--- src/rtl/pipe_ctrl_pkg.sv ---
// Shared types for the pipeline stall/flush controller: FSM states, register address type,
// and the priority-mux action encoding.
package pipe_ctrl_pkg;
   localparam int REG_ADDR_W = 5;

   typedef logic [REG_ADDR_W-1:0] reg_addr_t;

   localparam reg_addr_t R0 = '0;

   typedef enum logic {
      RUN,
      WAIT
   } mem_state_t;

   typedef enum logic [1:0] {
      ACT_NONE,
      ACT_MEM_FREEZE,
      ACT_FLUSH,
      ACT_STALL
   } ctrl_action_t;
endpackage

--- src/rtl/pipe_hazard_ctrl_if.sv ---
// Pipeline <-> hazard controller signal bundle. The pipeline side is master, the controller is slave.
// The controller has no backpressure of its own; every signal is sampled or driven each cycle.
interface pipe_hazard_ctrl_if
   import pipe_ctrl_pkg::*;
#(
   parameter int CNT_W = 16
);
   reg_addr_t        src1;
   reg_addr_t        src2;
   logic             two_src;
   reg_addr_t        exe_dest;
   logic             exe_wb_en;
   logic             exe_mem_r_en;
   reg_addr_t        mem_dest;
   logic             mem_wb_en;
   logic             br_taken;
   logic             mem_req;
   logic             freeze_if;
   logic             flush_ifid;
   logic             bubble_idex;
   logic             freeze_all;
   logic             mem_done;
   logic [CNT_W-1:0] stall_cycles;

   modport master (
      output src1, src2, two_src, exe_dest, exe_wb_en, exe_mem_r_en,
             mem_dest, mem_wb_en, br_taken, mem_req,
      input  freeze_if, flush_ifid, bubble_idex, freeze_all, mem_done, stall_cycles
   );

   modport slave (
      input  src1, src2, two_src, exe_dest, exe_wb_en, exe_mem_r_en,
             mem_dest, mem_wb_en, br_taken, mem_req,
      output freeze_if, flush_ifid, bubble_idex, freeze_all, mem_done, stall_cycles
   );
endinterface

--- src/rtl/pipe_hazard_ctrl_hazard_detect.sv ---
// Combinational RAW detector, zero latency, no backpressure. Macro FWD_EN: when defined a
// forwarding unit exists and only load-use hazards stall; otherwise any EXE/MEM producer stalls.
module hazard_detect
   import pipe_ctrl_pkg::*;
(
   input  reg_addr_t src1,
   input  reg_addr_t src2,
   input  logic      two_src,
   input  reg_addr_t exe_dest,
   input  logic      exe_wb_en,
   input  logic      exe_mem_r_en,
   input  reg_addr_t mem_dest,
   input  logic      mem_wb_en,
   output logic      hazard
);
   function automatic logic raw_hit(input reg_addr_t d, input logic en,
                                    input reg_addr_t s1, input reg_addr_t s2,
                                    input logic two);
      return en && (d != R0) && ((d == s1) || (two && (d == s2)));
   endfunction

   logic load_use;
   assign load_use = raw_hit(exe_dest, exe_mem_r_en, src1, src2, two_src);

`ifdef FWD_EN
   assign hazard = load_use;
`else
   // A load-use with WB enabled is already an EXE hit; OR-ing it keeps one load-use net in both builds.
   assign hazard = raw_hit(exe_dest, exe_wb_en, src1, src2, two_src)
                || raw_hit(mem_dest, mem_wb_en, src1, src2, two_src)
                || (load_use && exe_wb_en);
`endif
endmodule

--- src/rtl/pipe_hazard_ctrl.sv ---
// Stall/flush controller: SRAM freeze FSM, branch flush, RAW stall, saturating stall counter.
// Outputs are combinational from inputs and state (0 latency); no backpressure. Macro FWD_EN selects hazard rule.
module pipe_hazard_ctrl
   import pipe_ctrl_pkg::*;
#(
   parameter int MEM_LAT = 4,
   parameter int CNT_W   = 16
)(
   input logic               clk,
   input logic               rst,
   pipe_hazard_ctrl_if.slave bus
);
   localparam logic [3:0] WAIT_INIT = (MEM_LAT > 1) ? 4'(MEM_LAT - 2) : 4'd0;

   mem_state_t       state;
   logic [3:0]       cnt;
   logic [CNT_W-1:0] stall_q;
   logic             hazard;
   logic             mem_freeze;
   logic             mem_fin;
   ctrl_action_t     act;

   hazard_detect u_hazard (
      .src1         (bus.src1),
      .src2         (bus.src2),
      .two_src      (bus.two_src),
      .exe_dest     (bus.exe_dest),
      .exe_wb_en    (bus.exe_wb_en),
      .exe_mem_r_en (bus.exe_mem_r_en),
      .mem_dest     (bus.mem_dest),
      .mem_wb_en    (bus.mem_wb_en),
      .hazard       (hazard)
   );

   always_ff @(posedge clk or posedge rst) begin
      if (rst) begin
         state <= RUN;
         cnt   <= '0;
      end else begin
         case (state)
            RUN: begin
               if (bus.mem_req && (MEM_LAT > 1)) begin
                  state <= WAIT;
                  cnt   <= WAIT_INIT;
               end
            end
            WAIT: begin
               if (cnt == '0) state <= RUN;
               else           cnt   <= cnt - 4'd1;
            end
            default: state <= RUN;
         endcase
      end
   end

   always_comb begin
      mem_freeze = 1'b0;
      mem_fin    = 1'b0;
      case (state)
         RUN: begin
            if (bus.mem_req) begin
               if (MEM_LAT > 1) mem_freeze = 1'b1;
               else             mem_fin    = 1'b1;
            end
         end
         WAIT: begin
            if (cnt != '0) mem_freeze = 1'b1;
            else           mem_fin    = 1'b1;
         end
         default: ;
      endcase
   end

   // Memory freeze holds branch/hazard pending; a taken branch makes the hazarding instruction wrong-path.
   always_comb begin
      act = ACT_NONE;
      if (mem_freeze)        act = ACT_MEM_FREEZE;
      else if (bus.br_taken) act = ACT_FLUSH;
      else if (hazard)       act = ACT_STALL;
   end

   always_ff @(posedge clk or posedge rst) begin
      if (rst) begin
         stall_q <= '0;
      end else if ((act == ACT_STALL) && (stall_q != '1)) begin
         stall_q <= stall_q + 1'b1;
      end
   end

   assign bus.freeze_all   = !rst && (act == ACT_MEM_FREEZE);
   assign bus.freeze_if    = !rst && ((act == ACT_MEM_FREEZE) || (act == ACT_STALL));
   assign bus.flush_ifid   = !rst && (act == ACT_FLUSH);
   assign bus.bubble_idex  = !rst && ((act == ACT_FLUSH) || (act == ACT_STALL));
   assign bus.mem_done     = !rst && mem_fin;
   assign bus.stall_cycles = stall_q;
endmodule

--- src/flat_wrapper.sv ---
// flat-port wrapper written by rule: the top's interface ports become plain ports
module pipe_hazard_ctrl_flat import pipe_ctrl_pkg::*;
#(
   parameter int MEM_LAT = 4,
   parameter int CNT_W   = 16
)
  (clk, rst, bus_src1, bus_src2, bus_two_src, bus_exe_dest, bus_exe_wb_en, bus_exe_mem_r_en, bus_mem_dest, bus_mem_wb_en, bus_br_taken, bus_mem_req, bus_freeze_if, bus_flush_ifid, bus_bubble_idex, bus_freeze_all, bus_mem_done, bus_stall_cycles);
  pipe_hazard_ctrl_if #(.CNT_W(CNT_W)) bus_i ();
  input logic clk;
  input logic rst;
  input wire logic [$bits(bus_i.src1)-1:0] bus_src1;
  input wire logic [$bits(bus_i.src2)-1:0] bus_src2;
  input wire logic [$bits(bus_i.two_src)-1:0] bus_two_src;
  input wire logic [$bits(bus_i.exe_dest)-1:0] bus_exe_dest;
  input wire logic [$bits(bus_i.exe_wb_en)-1:0] bus_exe_wb_en;
  input wire logic [$bits(bus_i.exe_mem_r_en)-1:0] bus_exe_mem_r_en;
  input wire logic [$bits(bus_i.mem_dest)-1:0] bus_mem_dest;
  input wire logic [$bits(bus_i.mem_wb_en)-1:0] bus_mem_wb_en;
  input wire logic [$bits(bus_i.br_taken)-1:0] bus_br_taken;
  input wire logic [$bits(bus_i.mem_req)-1:0] bus_mem_req;
  output wire logic [$bits(bus_i.freeze_if)-1:0] bus_freeze_if;
  output wire logic [$bits(bus_i.flush_ifid)-1:0] bus_flush_ifid;
  output wire logic [$bits(bus_i.bubble_idex)-1:0] bus_bubble_idex;
  output wire logic [$bits(bus_i.freeze_all)-1:0] bus_freeze_all;
  output wire logic [$bits(bus_i.mem_done)-1:0] bus_mem_done;
  output wire logic [$bits(bus_i.stall_cycles)-1:0] bus_stall_cycles;
  assign bus_i.src1 = bus_src1;
  assign bus_i.src2 = bus_src2;
  assign bus_i.two_src = bus_two_src;
  assign bus_i.exe_dest = bus_exe_dest;
  assign bus_i.exe_wb_en = bus_exe_wb_en;
  assign bus_i.exe_mem_r_en = bus_exe_mem_r_en;
  assign bus_i.mem_dest = bus_mem_dest;
  assign bus_i.mem_wb_en = bus_mem_wb_en;
  assign bus_i.br_taken = bus_br_taken;
  assign bus_i.mem_req = bus_mem_req;
  assign bus_freeze_if = bus_i.freeze_if;
  assign bus_flush_ifid = bus_i.flush_ifid;
  assign bus_bubble_idex = bus_i.bubble_idex;
  assign bus_freeze_all = bus_i.freeze_all;
  assign bus_mem_done = bus_i.mem_done;
  assign bus_stall_cycles = bus_i.stall_cycles;
  pipe_hazard_ctrl #(.MEM_LAT(MEM_LAT), .CNT_W(CNT_W)) u_core (.clk(clk), .rst(rst), .bus(bus_i));
endmodule
--- config.mk ---
export PLATFORM = sky130hd
export DESIGN_NAME = pipe_hazard_ctrl_flat
export DESIGN_NICKNAME = d
export VERILOG_FILES = /design/src/rtl/pipe_ctrl_pkg.sv /design/src/rtl/pipe_hazard_ctrl_if.sv /design/src/rtl/pipe_hazard_ctrl_hazard_detect.sv /design/src/rtl/pipe_hazard_ctrl.sv /design/src/flat_wrapper.sv
export SDC_FILE = /design/constraint.sdc
export NUM_CORES = 1
export LEC_CHECK = 0
export CORE_ASPECT_RATIO = 0.8
export CORE_MARGIN = 4
export CORE_UTILIZATION = 30
export CTS_CLUSTER_DIAMETER = 40
export DETAILED_ROUTE_END_ITERATION = 6
export GPL_TIMING_DRIVEN = 0
export PLACE_DENSITY = 0.57
export SLEW_MARGIN = 10
export SYNTH_ARGS = -nofsm -noshare
export SYNTH_HDL_FRONTEND = slang
export SYNTH_HIERARCHICAL = 1
export SYNTH_SLANG_ARGS = --single-unit
--- constraint.sdc ---
create_clock -name clk -period 2 [get_ports clk]
set_input_delay 0.4 -clock clk [delete_from_list [all_inputs] [get_ports clk]]
set_output_delay 0.4 -clock clk [all_outputs]
set_load 0.05 [all_outputs]
## After elaboration in Yosys (flattened, before gate mapping)

Cells that the tools add are included.

| word-level totals | value |
|---|---|
| word-level logic and storage cells | 56 |
| register bits after elaboration | 21 |
| output and inout bits | 21 |
| input bits | 28 |

| cells by class | value |
|---|---|
| equality and inequality tests | 10 |
| reductions and logical operators | 27 |
| $add $sub $neg | 2 |
| bitwise logic cells | 1 |
| multiplexer cells | 13 |

Operator list:

| kind | count |
|---|---|
| 5-bit equality test | 4 |
| 16-bit by 1-bit adder with 16-bit output, second input constant | 1 |
| 16-bit != test, second input constant | 1 |
| 1-bit logical AND | 15 |
| 5-bit nonzero test | 2 |
| 4-bit two-way mux | 2 |
| 4-bit one-hot mux with 2 select lines | 1 |
| 1-bit logical OR | 6 |
| 2-bit two-way mux | 3 |
| 1-bit one-hot mux with 2 select lines | 3 |
| 2-bit equality test, second input constant | 2 |
| 4-bit zero test | 1 |
| 1-bit two-way mux | 4 |
| 2-bit != test, second input constant | 2 |
| 4-bit nonzero test | 1 |
| 4-bit by 1-bit subtractor with 4-bit output, second input constant | 1 |
| 2-bit by 1-bit equality test with 1-bit output, second input constant | 1 |
| 2-bit AND reduction | 1 |
| 1-bit zero test | 1 |
| 1-bit NOT | 1 |

## Logic depth before layout (Yosys ltp)

Gate-level depths: netlist of the first run.

| logic depth | value |
|---|---|
| depth after elaboration | 12 |
| mapped depth | 9 |
| gate-level depth less buffers | 8 |

## Hierarchy

Netlist of the first run, hierarchy kept.

Modules (own cells, without submodules):

| module | area an instance (µm²) | instances | sequential area each (µm²) | cells each |
|---|---|---|---|---|
| pipe_hazard_ctrl | 1132.3 | 1 | 525.5 | 111 |
| hazard_detect | 257.7 | 1 | 0.0 | 34 |

## Worst setup path before layout of the first run

OpenSTA, ideal clock, no wires.

| timing | value |
|---|---|
| kind | in2out |
| from | input port bus_src2[3] |
| to | output port bus_bubble_idex |
| setup slack | -0.593 ns |
| buffers on the path | 0 |
| arrival time | 2.193 ns |
| required time | 1.600 ns |
| stages on the path | 6 |
| path through | xor2_1 nor4_1 a32oi_1 o22ai_1 nor2_1 nor3_1 |

| between the ends | value |
|---|---|
| cells in the longest elaborated chain, start to end | 12 |
| elaborated cells on any way between the ends | 19 |
| those cells by class | 4 x eq/ne; 3 x mux; 12 x reduce/logical |

RTL lines:

| element | line | source |
|---|---|---|
| start, declared | flat_wrapper.sv:12 | `input wire logic [$bits(bus_i.src2)-1:0] bus_src2;` |
| 5-bit equality test | pipe_hazard_ctrl_hazard_detect.sv:19 | `return en && (d != R0) && ((d == s1) \|\| (two && (d == s2)));` |
| 1-bit logical AND | pipe_hazard_ctrl_hazard_detect.sv:19 |  |
| 1-bit logical OR | pipe_hazard_ctrl_hazard_detect.sv:19 |  |
| 1-bit logical AND | pipe_hazard_ctrl_hazard_detect.sv:19 |  |
| 1-bit logical OR / 1-bit logical AND (equally long branches) | pipe_hazard_ctrl_hazard_detect.sv:30, pipe_hazard_ctrl_hazard_detect.sv:31 |  |
| 1-bit logical OR * | pipe_hazard_ctrl_hazard_detect.sv:31 | `\|\| (load_use && exe_wb_en);` |
| via u_core.hazard | pipe_hazard_ctrl.sv:18 | `logic hazard;` |
| 2-bit two-way mux * | pipe_hazard_ctrl.sv:79 | `else if (hazard) act = ACT_STALL;` |
| 2-bit two-way mux * | pipe_hazard_ctrl.sv:78 | `else if (bus.br_taken) act = ACT_FLUSH;` |
| 2-bit two-way mux * | pipe_hazard_ctrl.sv:77 | `if (mem_freeze) act = ACT_MEM_FREEZE;` |
| 2-bit equality test | pipe_hazard_ctrl.sv:93 | `assign bus.bubble_idex = !rst && ((act == ACT_FLUSH) \|\| (act == ACT_STALL));` |
| 1-bit logical OR * | pipe_hazard_ctrl.sv:93 |  |
| 1-bit logical AND * | pipe_hazard_ctrl.sv:93 |  |
| end, declared | flat_wrapper.sv:23 | `output wire logic [$bits(bus_i.bubble_idex)-1:0] bus_bubble_idex;` |

The timed path passes the listed nets; every way through them passes the cells marked *.

## Worst setup path in the final report of the first run

| timing | value |
|---|---|
| from | input port bus_mem_dest[2] |
| to | output port bus_freeze_if |

| between the ends | value |
|---|---|
| cells in the longest elaborated chain, start to end | 12 |
| elaborated cells on any way between the ends | 16 |
| those cells by class | 4 x eq/ne; 3 x mux; 9 x reduce/logical |

RTL lines:

| element | line | source |
|---|---|---|
| start, declared | flat_wrapper.sv:17 | `input wire logic [$bits(bus_i.mem_dest)-1:0] bus_mem_dest;` |
| 5-bit equality test | pipe_hazard_ctrl_hazard_detect.sv:19 |  |
| 1-bit logical AND | pipe_hazard_ctrl_hazard_detect.sv:19 |  |
| 1-bit logical OR | pipe_hazard_ctrl_hazard_detect.sv:19 |  |
| 1-bit logical AND * | pipe_hazard_ctrl_hazard_detect.sv:19 |  |
| 1-bit logical OR * | pipe_hazard_ctrl_hazard_detect.sv:30 | `\|\| raw_hit(mem_dest, mem_wb_en, src1, src2, two_src)` |
| 1-bit logical OR * | pipe_hazard_ctrl_hazard_detect.sv:31 |  |
| via u_core.hazard | pipe_hazard_ctrl.sv:18 |  |
| 2-bit two-way mux * | pipe_hazard_ctrl.sv:79 |  |
| 2-bit two-way mux * | pipe_hazard_ctrl.sv:78 |  |
| 2-bit two-way mux * | pipe_hazard_ctrl.sv:77 |  |
| 2-bit by 1-bit equality test with 1-bit output / 2-bit equality test (equally long branches) | pipe_hazard_ctrl.sv:91 | `assign bus.freeze_if = !rst && ((act == ACT_MEM_FREEZE) \|\| (act == ACT_STALL));` |
| 1-bit logical OR * | pipe_hazard_ctrl.sv:91 |  |
| 1-bit logical AND * | pipe_hazard_ctrl.sv:91 |  |
| end, declared | flat_wrapper.sv:21 | `output wire logic [$bits(bus_i.freeze_if)-1:0] bus_freeze_if;` |

Marks and branches as above.

==> results_dict.tcl, run 1 <==
set metrics [dict create \
    outcome "complete, but fails checks" \
    violations "negative setup slack" \
    drt_iter0_markers 48 \
    post-route-util 0.590 \
    clockBufferDepth 2 \
    post-route-drc-count 0 \
    synthArstFlopShare 1.00 \
    dp_slack_ns -1.51 \
    dp_cells 249 \
    timing.final.setup_violations 19 \
    n_antenna_cell 0 \
    max_slew_margin 0.617 \
    power_mw 1.68 \
    clk_latency_ns 0.27 \
    htreeDepth 1 \
    dr.pass1.iters 4 \
    fillers 366 \
    crit_path_end_kind "output pin" \
    clkSinkCount 21 \
    crit_chain "buf_8 > buf_4 > or4_4 > o21ai_2 > o22ai_2 > nor2b_4 > buf_6 > nor2_4 > nor2_4 > buf_8" \
    cp_slowest_stage_delay_ns 0.51 \
    hold_buffers 0 \
    final_cell_area_sq_um 2560 \
    synthCells 145 \
    yosys_warnings 6 \
    viasPerCell 5.03 \
    clkPwrFrac 0.177 \
    required_ns 1.60 \
    core_area_sq_um 4340 \
    final_cell_count_no_fill 281 \
    ys_seq_area_frac 0.378 \
    placementRows 21 \
    ys_top_cells_by_count "22 x xor2_1, 21 x dfrtp_1, 11 x xnor2_1" \
    netlist_top_cells_area "dfrtp_1 38%, xor2_1 14%, xnor2_1 6.9%" \
    finalHoldViolations 0 \
    worst_slack_ns -0.391 \
    final_antenna_net_count 0 \
    synthToLayoutAreaGrowth_pct 84.2 \
    p_comb_frac 0.494 \
    die-area_sq_um 5790 \
    cp_num_buf_inv 4 \
    peakVddDrop_uv 514 \
    cts_tree "done" \
    cpMaxStageDelayCell "or4_4" \
    crit_arrival_ns 1.99 \
    r2r_start "u_core/bus.stall_cycles[0]" \
    power_density_nw_per_um2 655 \
    grt_pass1_vias 1412 \
    die_height_um 68.9 \
    grt_pass1_wl_um 7210 \
    avgSynthCellArea_sq_um 9.59 \
    power_switching_mw 0.656 \
    via_count 1413 \
    worst_path_dominant_cell_family "simple AND/OR/NAND/NOR gates" \
    synthesis.area_sq_um 1390 \
    start_util 0.321 \
    synth_most_common_cell "xor2_1" \
    gp_congestion 0.847 \
    dpl_cell_area_sq_um 2000 \
    synth_flop_cell "dfrtp_1" \
    drv_cap 0 \
    path_class "primary input to output pin" \
    power.internal_mw 1.02 \
    synthDistinctLibCells 37 \
    p_leak_nw 1.27 \
    fin_crit_ns 2.39 \
    slew_violations 0 \
    root_buffer "clkbuf_8" \
    clk_pin_slew_ns 0.09 \
    startpoint "bus_mem_dest[2]" \
    antenna_found_initial 0 \
    drive_above_1_share 0.438 \
    ys_ff_latch 21 \
    grt_max_degree 14 \
    syn_nets 175 \
    grt_overflow 0 \
    path_max_fanout 2 \
    io_buffer_count 47 \
    synth_top_area_frac 0.378 \
    rsz0062_at_grt "true" \
    startpoint_type "primary input" \
    fin_setup_tns_ns -4.06 \
    worstMarginPinSlew_ns 0.568 \
    wire_per_inst_um 16.6 \
    synth_edf_count 0 \
    period_share 1.20 \
    hold_slack_ns 0.481 \
    numCtsBuffers 3 \
    fin_skew_ns 0.0116 \
    place_hpwl_um 3070 \
    swShare 0.391 \
    grt_util_all_layers 0.160 \
    yosys.area.top_type "dfrtp_1" \
    chipWidth_um 84.1 \
    max_freq_mhz 418 \
    wl_um 4670 \
    nets 255 \
    p_seq_frac 0.330 \
    pin_count 49 \
    hp-class "primary input to asynchronous set/reset pin" \
]
==> power by group through the flow <==
stage	Sequential (mW)	Combinational, mW	Clock [mW]
finish	0.553	0.828	0.296
global route	0.560	0.892	0.325
CTS	0.545	0.680	0.304
detailed placement	0.559	0.596	0
global placement	0.552	0.580	0
floorplan	0.587	0.353	0
==> metal layers <==
layer | GRT usage | part of all wire | vias to the layer above
met1 | 0.204 | 0.45 | 701
met4 | 0.0361 | 0.0030 | 0
met3 | 0.0333 | 0.030 | 2
met5 | 0 | 0 | -
li1 | - | - | 689
met2 | 0.282 | 0.52 | 21
==> flip-flops by register name (all words and copies together), names as in the netlist <==
name / flops
u_core/state: 1
u_core/bus.stall_cycles: 16
u_core/cnt: 4
==> cells in the final DEF (no fill, tap or decap), types with 3 or more instances in the layout <==
master,netlist,routed
dlymetal6s2s_1,0,7
dfrtp_1,21,19
nand2_1,8,8
buf_8,0,5
nor2_4,0,6
nand4_1,5,5
dlygate4sd2_1,0,8
clkbuf_8,0,3
o21ai_0,9,9
nand3_1,7,7
clkdlybuf4s50_1,0,13
nor4_4,1,7
nor3_4,0,4
xnor2_1,11,10
clkdlybuf4s15_1,0,3
xor2_1,22,20
buf_6,1,16
buf_4,0,17
buf_2,0,5
==> layout make-up <==
class / instances / area, sq um / area share
Tap cell: 57 / 71.3 / 0.0279
Timing Repair Buffer: 74 / 726 / 0.283
Multi-Input combinational cell: 118 / 1150 / 0.448
Clock buffer: 3 / 41.3 / 0.0161
Clock inverter: 1 / 7.51 / 0.00293
Inverter: 5 / 22.5 / 0.00880
Sequential cell: 21 / 528 / 0.206
Timing Repair inverter: 1 / 5.00 / 0.00196
Buffer: 1 / 11.3 / 0.00440
==> kinds of logic after synthesis <==
logic type / Yosys count / synth area share
flops: 21 / 0.378
simple gates: 60 / 0.259
xor+xnor: 33 / 0.208
buf+inv: 6 / 0.0216
fa+ha+maj: 2 / 0.0180
compound gates: 20 / 0.0909
mux: 3 / 0.0243
==> final timing paths <==
| check | endpoint | slack (ns) | cells past startpoint |
|---|---|---|---|
| max | bus_freeze_if | -0.39 | 10 |
| min | u_core/state | 0.48 | 3 |
| max reg2reg | u_core/bus.stall_cycles[9] | -0.06 | 5 |
| min reg2reg | u_core/bus.stall_cycles[9] | 0.50 | 1 |
| max in group asynchronous | u_core/bus.stall_cycles[0] | 1.18 | 2 |
| min in group clk | u_core/bus.stall_cycles[9] | 0.50 | 1 |
==> tightest hold or removal path: cells and delay by family <==
kind                   cells  cell delay [ns]
buffers and inverters      3             0.71
==> what timing repair did <==
item | 4_1_cts | 5_1_grt
setup buffers | 13 | 14
resized for setup | 127 | 47
gates cloned | 2 | 0
setup endpoints to repair | 22 | 28
pin swaps | 28 | 27
Power figures use the tool's default switching activity.
==> run 2: changes to the inputs <==
--- a/config.mk
+++ b/config.mk
@@ -10,10 +10,10 @@
 export CORE_UTILIZATION = 30
 export CTS_CLUSTER_DIAMETER = 40
 export DETAILED_ROUTE_END_ITERATION = 6
+export GPL_ROUTABILITY_DRIVEN = 0
 export GPL_TIMING_DRIVEN = 0
 export PLACE_DENSITY = 0.57
 export SLEW_MARGIN = 10
 export SYNTH_ARGS = -nofsm -noshare
 export SYNTH_HDL_FRONTEND = slang
-export SYNTH_HIERARCHICAL = 1
 export SYNTH_SLANG_ARGS = --single-unit
==> run 2 against run 1 <==
The flow still finishes with violations (negative setup slack). Wire length fell by 13%. Cell count fell by 6.0%. Combinational power rose by 12%. First-iteration DRC count fell by 21%. Global-route usage fell by 1.8 points.
==> results_dict.tcl, run 2 <==
set metrics [dict create \
    outcome "complete, but fails checks" \
    violations "negative setup slack" \
    yosys_warnings 0 \
    p_comb_frac 0.534 \
    die_height_um 68.6 \
    p_leak_nw 1.11 \
    via_count 1313 \
    numCtsBuffers 3 \
    final_cell_mix "27 x xor2_1, 20 x clkdlybuf4s50_1, 17 x dfrtp_1" \
    grt_overflow 0 \
    cp_slowest_stage_delay_ns 0.32 \
    cpMaxStageDelayCell "nor4_2" \
    synth_top_area_frac 0.381 \
    synth_compound_area_frac 0.0617 \
    grt_util_all_layers 0.141 \
    yosys.area.top_type "dfrtp_1" \
    avgSynthCellArea_sq_um 9.99 \
    core_area_sq_um 4310 \
    synthArstFlopShare 1.00 \
    drive_above_1_share 0.411 \
    clk_latency_ns 0.26 \
    post-route-drc-count 0 \
    final_common_cell "xor2_1" \
    synth_flop_cell "dfrtp_1" \
    antenna_found_initial 0 \
    rrSetupSlack_ns 0 \
    start_util 0.320 \
    crit_chain "buf_6 > xor2_1 > nor4_2 > a32oi_1 > o22a_2 > buf_8 > a211oi_4 > buf_6" \
    root_buffer "clkbuf_8" \
    fillers 390 \
    dp_slack_ns -1.60 \
    fin_crit_ns 2.33 \
    synthToLayoutAreaGrowth_pct 70.9 \
    synthDistinctLibCells 37 \
    path_class "primary input to output pin" \
    placementRows 21 \
    syn_nets 168 \
    die-area_sq_um 5750 \
    synthesis.area_sq_um 1380 \
    max_slew_margin 0.617 \
    pin_count 49 \
    power_switching_mw 0.666 \
    startpoint_type "primary input" \
    synth-simple-area-share 0.270 \
    multi_input_area_sq_um 1070 \
    cpMostUsedCell "buf_6" \
    ys_ff_latch 21 \
    clk_pin_slew_ns 0.08 \
    drv_cap 0 \
    crit_arrival_ns 1.93 \
    path_max_fanout 3 \
    required_ns 1.60 \
    n_antenna_cell 0 \
    clockBufferDepth 2 \
    chipWidth_um 83.8 \
    fin_skew_ns 0.00593 \
    clkPwrFrac 0.157 \
    worst_slack_ns -0.329 \
    clkSinkCount 21 \
    worstMarginPinSlew_ns 0.572 \
    nets 238 \
    power.internal_mw 1.07 \
    cts_tree "done" \
    slew_violations 0 \
    rsz0062_at_grt "true" \
    final_antenna_net_count 0 \
    grt_pass1_wl_um 6380 \
    largest_register_ffs 16 \
    synth_adder_area_share 0.0181 \
    finalHoldViolations 0 \
    synthCells 138 \
    fin_setup_tns_ns -0.765 \
    seq_area_sq_um 531 \
    swShare 0.384 \
    wire_per_inst_um 15.4 \
    peakVddDrop_uv 409 \
    synth.area.mux_share 0.0318 \
    power_density_nw_per_um2 737 \
    timing.final.setup_violations 3 \
    synth_edf_count 0 \
    htreeDepth 1 \
    ys_seq_area_frac 0.381 \
    max_freq_mhz 429 \
    drt_iter0_markers 38 \
    hp-class "primary input to asynchronous set/reset pin" \
    synth_most_common_cell "xor2_1" \
    synth-xor-area-share 0.210 \
    wl_um 4060 \
    hold_slack_ns 0.360 \
    p_seq_frac 0.309 \
    grt_pass1_vias 1354 \
    place_hpwl_um 2750 \
    ys_top_cells_by_count "28 x xor2_1, 21 x dfrtp_1, 10 x nand2_1" \
    netlist_top_cells_area "dfrtp_1 38%, xor2_1 18%, nor3_1 3.3%" \
    dr.pass1.iters 4 \
    period_share 1.16 \
    viasPerCell 4.97 \
    grt_max_degree 12 \
    crit_path_end_kind "output pin" \
    synth_top_family_by_area "simple AND/OR/NAND/NOR gates" \
    io_buffer_count 47 \
]
[run 2: changes by cell type in the layout (fill, tap and decap cells not counted), sizes merged, moves of 3 or more]
cell,delta
clkdlybuf4s50,+7
buf,-8
nand2,+3
nand4,-3
xor2,+6
o21ai,-6
dlymetal6s2s,-5
xnor2,-6
[run 2: what timing repair did]
item	4_1_cts	5_1_grt
hold buffers	0	0
gates resized for setup	125	26
buffers inserted	6	11
gates cloned	1	0
pin swaps	18	12
endpoints found under the setup margin	21	18
[run 2: area by class of cell]
| type | count | share of cell area |
|---|---|---|
| plain buffers | 2 | 0.00850 |
| well taps | 57 | 0.0303 |
| multi-input cells | 109 | 0.454 |
| inverters | 6 | 0.0122 |
| flip-flops and latches | 21 | 0.225 |
| repair buffers | 64 | 0.249 |
| clock buffers | 4 | 0.0191 |
| repair inverters | 1 | 0.00212 |
[run 2: final timing paths]
path / start / endpoint / cells past startpoint
hold reg to reg: u_core.bus.stall_cycles[7] / u_core.bus.stall_cycles[7] / 1
max in group asynchronous: rst / u_core.bus.stall_cycles[2] / 2
min in group clk: u_core.bus.stall_cycles[7] / u_core.bus.stall_cycles[7] / 1
hold / removal: rst / u_core.cnt[3] / 3
setup reg to reg: u_core.cnt[0] / u_core.bus.stall_cycles[12] / 9
setup / recovery: bus_src2[2] / bus_bubble_idex / 8
[run 2: logic make-up (layout without fill, tap and decap cells)]
| group | count (synthesis) | after routing |
|---|---|---|
| buf+inv | 8 | 77 |
| mux | 4 | 4 |
| xor+xnor | 33 | 33 |
| simple gates | 58 | 58 |
| compound gates | 12 | 12 |
| fa+ha+maj | 2 | 2 |
| flops | 21 | 21 |
[run 2: stage by stage]
step	std cells	power (mW)	area [sq um]	util
finish	264	1.74	2360	0.547
global route	264	1.85	2360	0.547
CTS	253	1.59	2190	0.507
detailed placement	242	1.16	1960	0.454
global placement	242	1.15	1960	0.454
floorplan	138	0.962	1420	-
[run 2: power groups by stage]
stage / combinational [mW] / clock, mW / sequential (mW)
floorplan: 0.401 / 0 / 0.561
global placement: 0.615 / 0 / 0.534
detailed placement: 0.627 / 0 / 0.537
CTS: 0.770 / 0.287 / 0.532
global route: 1.00 / 0.309 / 0.543
finish: 0.927 / 0.273 / 0.537
[run 2: worst max-delay path, delay by kind of cell]
kind	cells	cell delay (ns)
xor gates and xnor gates	1	0.16
and+or+nand+nor	1	0.32
buffers and inverters	3	0.43
AOI/OAI and AO/OA	3	0.62
[run 2: routing by layer]
| layer | part of all wire | wire [um] | track usage |
|---|---|---|---|
| met5 | 0 | 0 | 0 |
| met4 | 0.0042 | 17 | 0.0321 |
| met3 | 0.058 | 235 | 0.0428 |
| met2 | 0.46 | 1880 | 0.238 |
| met1 | 0.48 | 1930 | 0.181 |
==> run 3: changes to the inputs <==
--- a/config.mk
+++ b/config.mk
@@ -13,6 +13,7 @@
 export GPL_ROUTABILITY_DRIVEN = 0
 export GPL_TIMING_DRIVEN = 0
 export PLACE_DENSITY = 0.57
+export SKIP_CTS_REPAIR_TIMING = 1
 export SLEW_MARGIN = 10
 export SYNTH_ARGS = -nofsm -noshare
 export SYNTH_HDL_FRONTEND = slang
==> run 3 against run 2 <==
The flow still finishes with violations (negative setup slack). Combinational power shrank 9.2%. Final area shrank 2.6%. Power down 4.7%. Worst hold slack improved by 0.14 ns. Clock power up 1%. Critical path depth unchanged. Register-to-register slack got worse by 0.02 ns. Wire length fell by 3.9%. Global-route usage shrank 1.1 points. First-iteration DRC count unchanged. Sequential cell count unchanged. Critical endpoint unchanged. Highest routed layer unchanged.
==> results_dict.tcl, run 3 (synthesized netlist as in run 2, its figures left out) <==
set metrics [dict create \
    outcome "complete, but fails checks" \
    violations "negative setup slack" \
    power_density_nw_per_um2 721 \
    place_hpwl_um 2750 \
    crit_chain "buf_8 > xor2_2 > nor4_2 > a32oi_1 > o22a_2 > buf_8 > a211oi_4 > buf_6" \
    timing.final.setup_violations 3 \
    cpMaxStageDelayCell "nor4_2" \
    numCtsBuffers 3 \
    start_util 0.320 \
    period_share 1.18 \
    dpl_cell_area_sq_um 1960 \
    fin_crit_ns 2.37 \
    dp_cells 242 \
    drive_above_1_share 0.338 \
    core_area_sq_um 4310 \
    max_slew_margin 0.605 \
    grt_util_all_layers 0.130 \
    final_cell_area_sq_um 2290 \
    post-route-util 0.533 \
    pin_count 49 \
    final_antenna_net_count 0 \
    required_ns 1.60 \
    peakVddDrop_uv 416 \
    post-route-drc-count 0 \
    finalHoldViolations 0 \
    hp-class "flip-flop to flip-flop" \
    hold_slack_ns 0.504 \
    die-area_sq_um 5750 \
    grt_pass1_vias 1264 \
    startpoint_type "primary input" \
    chipWidth_um 83.8 \
    r2r_start "u_core.cnt[1]" \
    htreeDepth 1 \
    crit_path_end_kind "output pin" \
    largest_register_ffs 16 \
    drt_iter0_markers 38 \
    worstMarginPinSlew_ns 0.590 \
    final_common_cell "xor2_1" \
    max_freq_mhz 423 \
    root_buffer "clkbuf_8" \
    cts_tree "done" \
    cpMostUsedCell "buf_8" \
    grt_pass1_wl_um 5930 \
    wl_um 3900 \
    via_count 1299 \
    clk_latency_ns 0.26 \
    final_cell_mix "27 x xor2_1, 21 x clkdlybuf4s50_1, 17 x dfrtp_1" \
    viasPerCell 4.98 \
    startpoint "bus_src2[1]" \
    drv_cap 0 \
    rsz0062_at_grt "true" \
    cp_slowest_stage_delay_ns 0.31 \
    power_mw 1.66 \
    io_buffer_count 47 \
    nets 235 \
    p_leak_nw 1.10 \
    n_antenna_cell 0 \
    placementRows 21 \
    die_height_um 68.6 \
    clk_pin_slew_ns 0.07 \
    dp_slack_ns -1.60 \
    clockBufferDepth 2 \
    path_max_fanout 7 \
    worst_slack_ns -0.366 \
    final_cell_count_no_fill 261 \
    slew_violations 0 \
    fin_setup_tns_ns -0.752 \
    clkSinkCount 21 \
    hp-start "u_core.bus.stall_cycles[7]" \
    worst_path_dominant_cell_family "compound AO/OA/AOI/OAI gates" \
    grt_overflow 0 \
    dr.pass1.iters 4 \
    synthToLayoutAreaGrowth_pct 66.4 \
    fin_skew_ns 0.00440 \
    grt_max_degree 23 \
    antenna_found_initial 0 \
    path_class "primary input to output pin" \
    crit_arrival_ns 1.97 \
    cp_num_buf_inv 3 \
    wire_per_inst_um 15.0 \
]
## run 3: final timing paths
path / to / slack [ns] / cells past startpoint
max: bus_bubble_idex / -0.37 / 8
min reg2reg: u_core.bus.stall_cycles[7] / 0.50 / 1
min in group asynchronous: u_core.cnt[0] / 0.76 / 3
max reg2reg: u_core.bus.stall_cycles[12] / -0.02 / 9
max in group asynchronous: u_core.bus.stall_cycles[2] / 0.86 / 2
min: u_core.bus.stall_cycles[7] / 0.50 / 1
## run 3: where the power goes
| group | leakage, nW | internal [mW] | switching (mW) |
|---|---|---|---|
| logic | 0.808 | 0.382 | 0.460 |
| clock network | 0.0228 | 0.142 | 0.136 |
| registers | 0.271 | 0.485 | 0.0510 |
## run 3: per-layer routing
layer  track usage  part of all wire
met1         0.175              0.49
met2         0.204              0.45
met3        0.0428             0.060
met4        0.0321            0.0044
met5             0                 0
## run 3: final cells by class
class	count	area, sq um
inverter	6	28.8
buffer	2	20.0
fill	395	2010
sequential	21	531
timing repair buffer	60	587
timing repair inverter	1	5.00
clock buffer	4	45.0
tap	57	71.3
multi-input combinational	110	1010
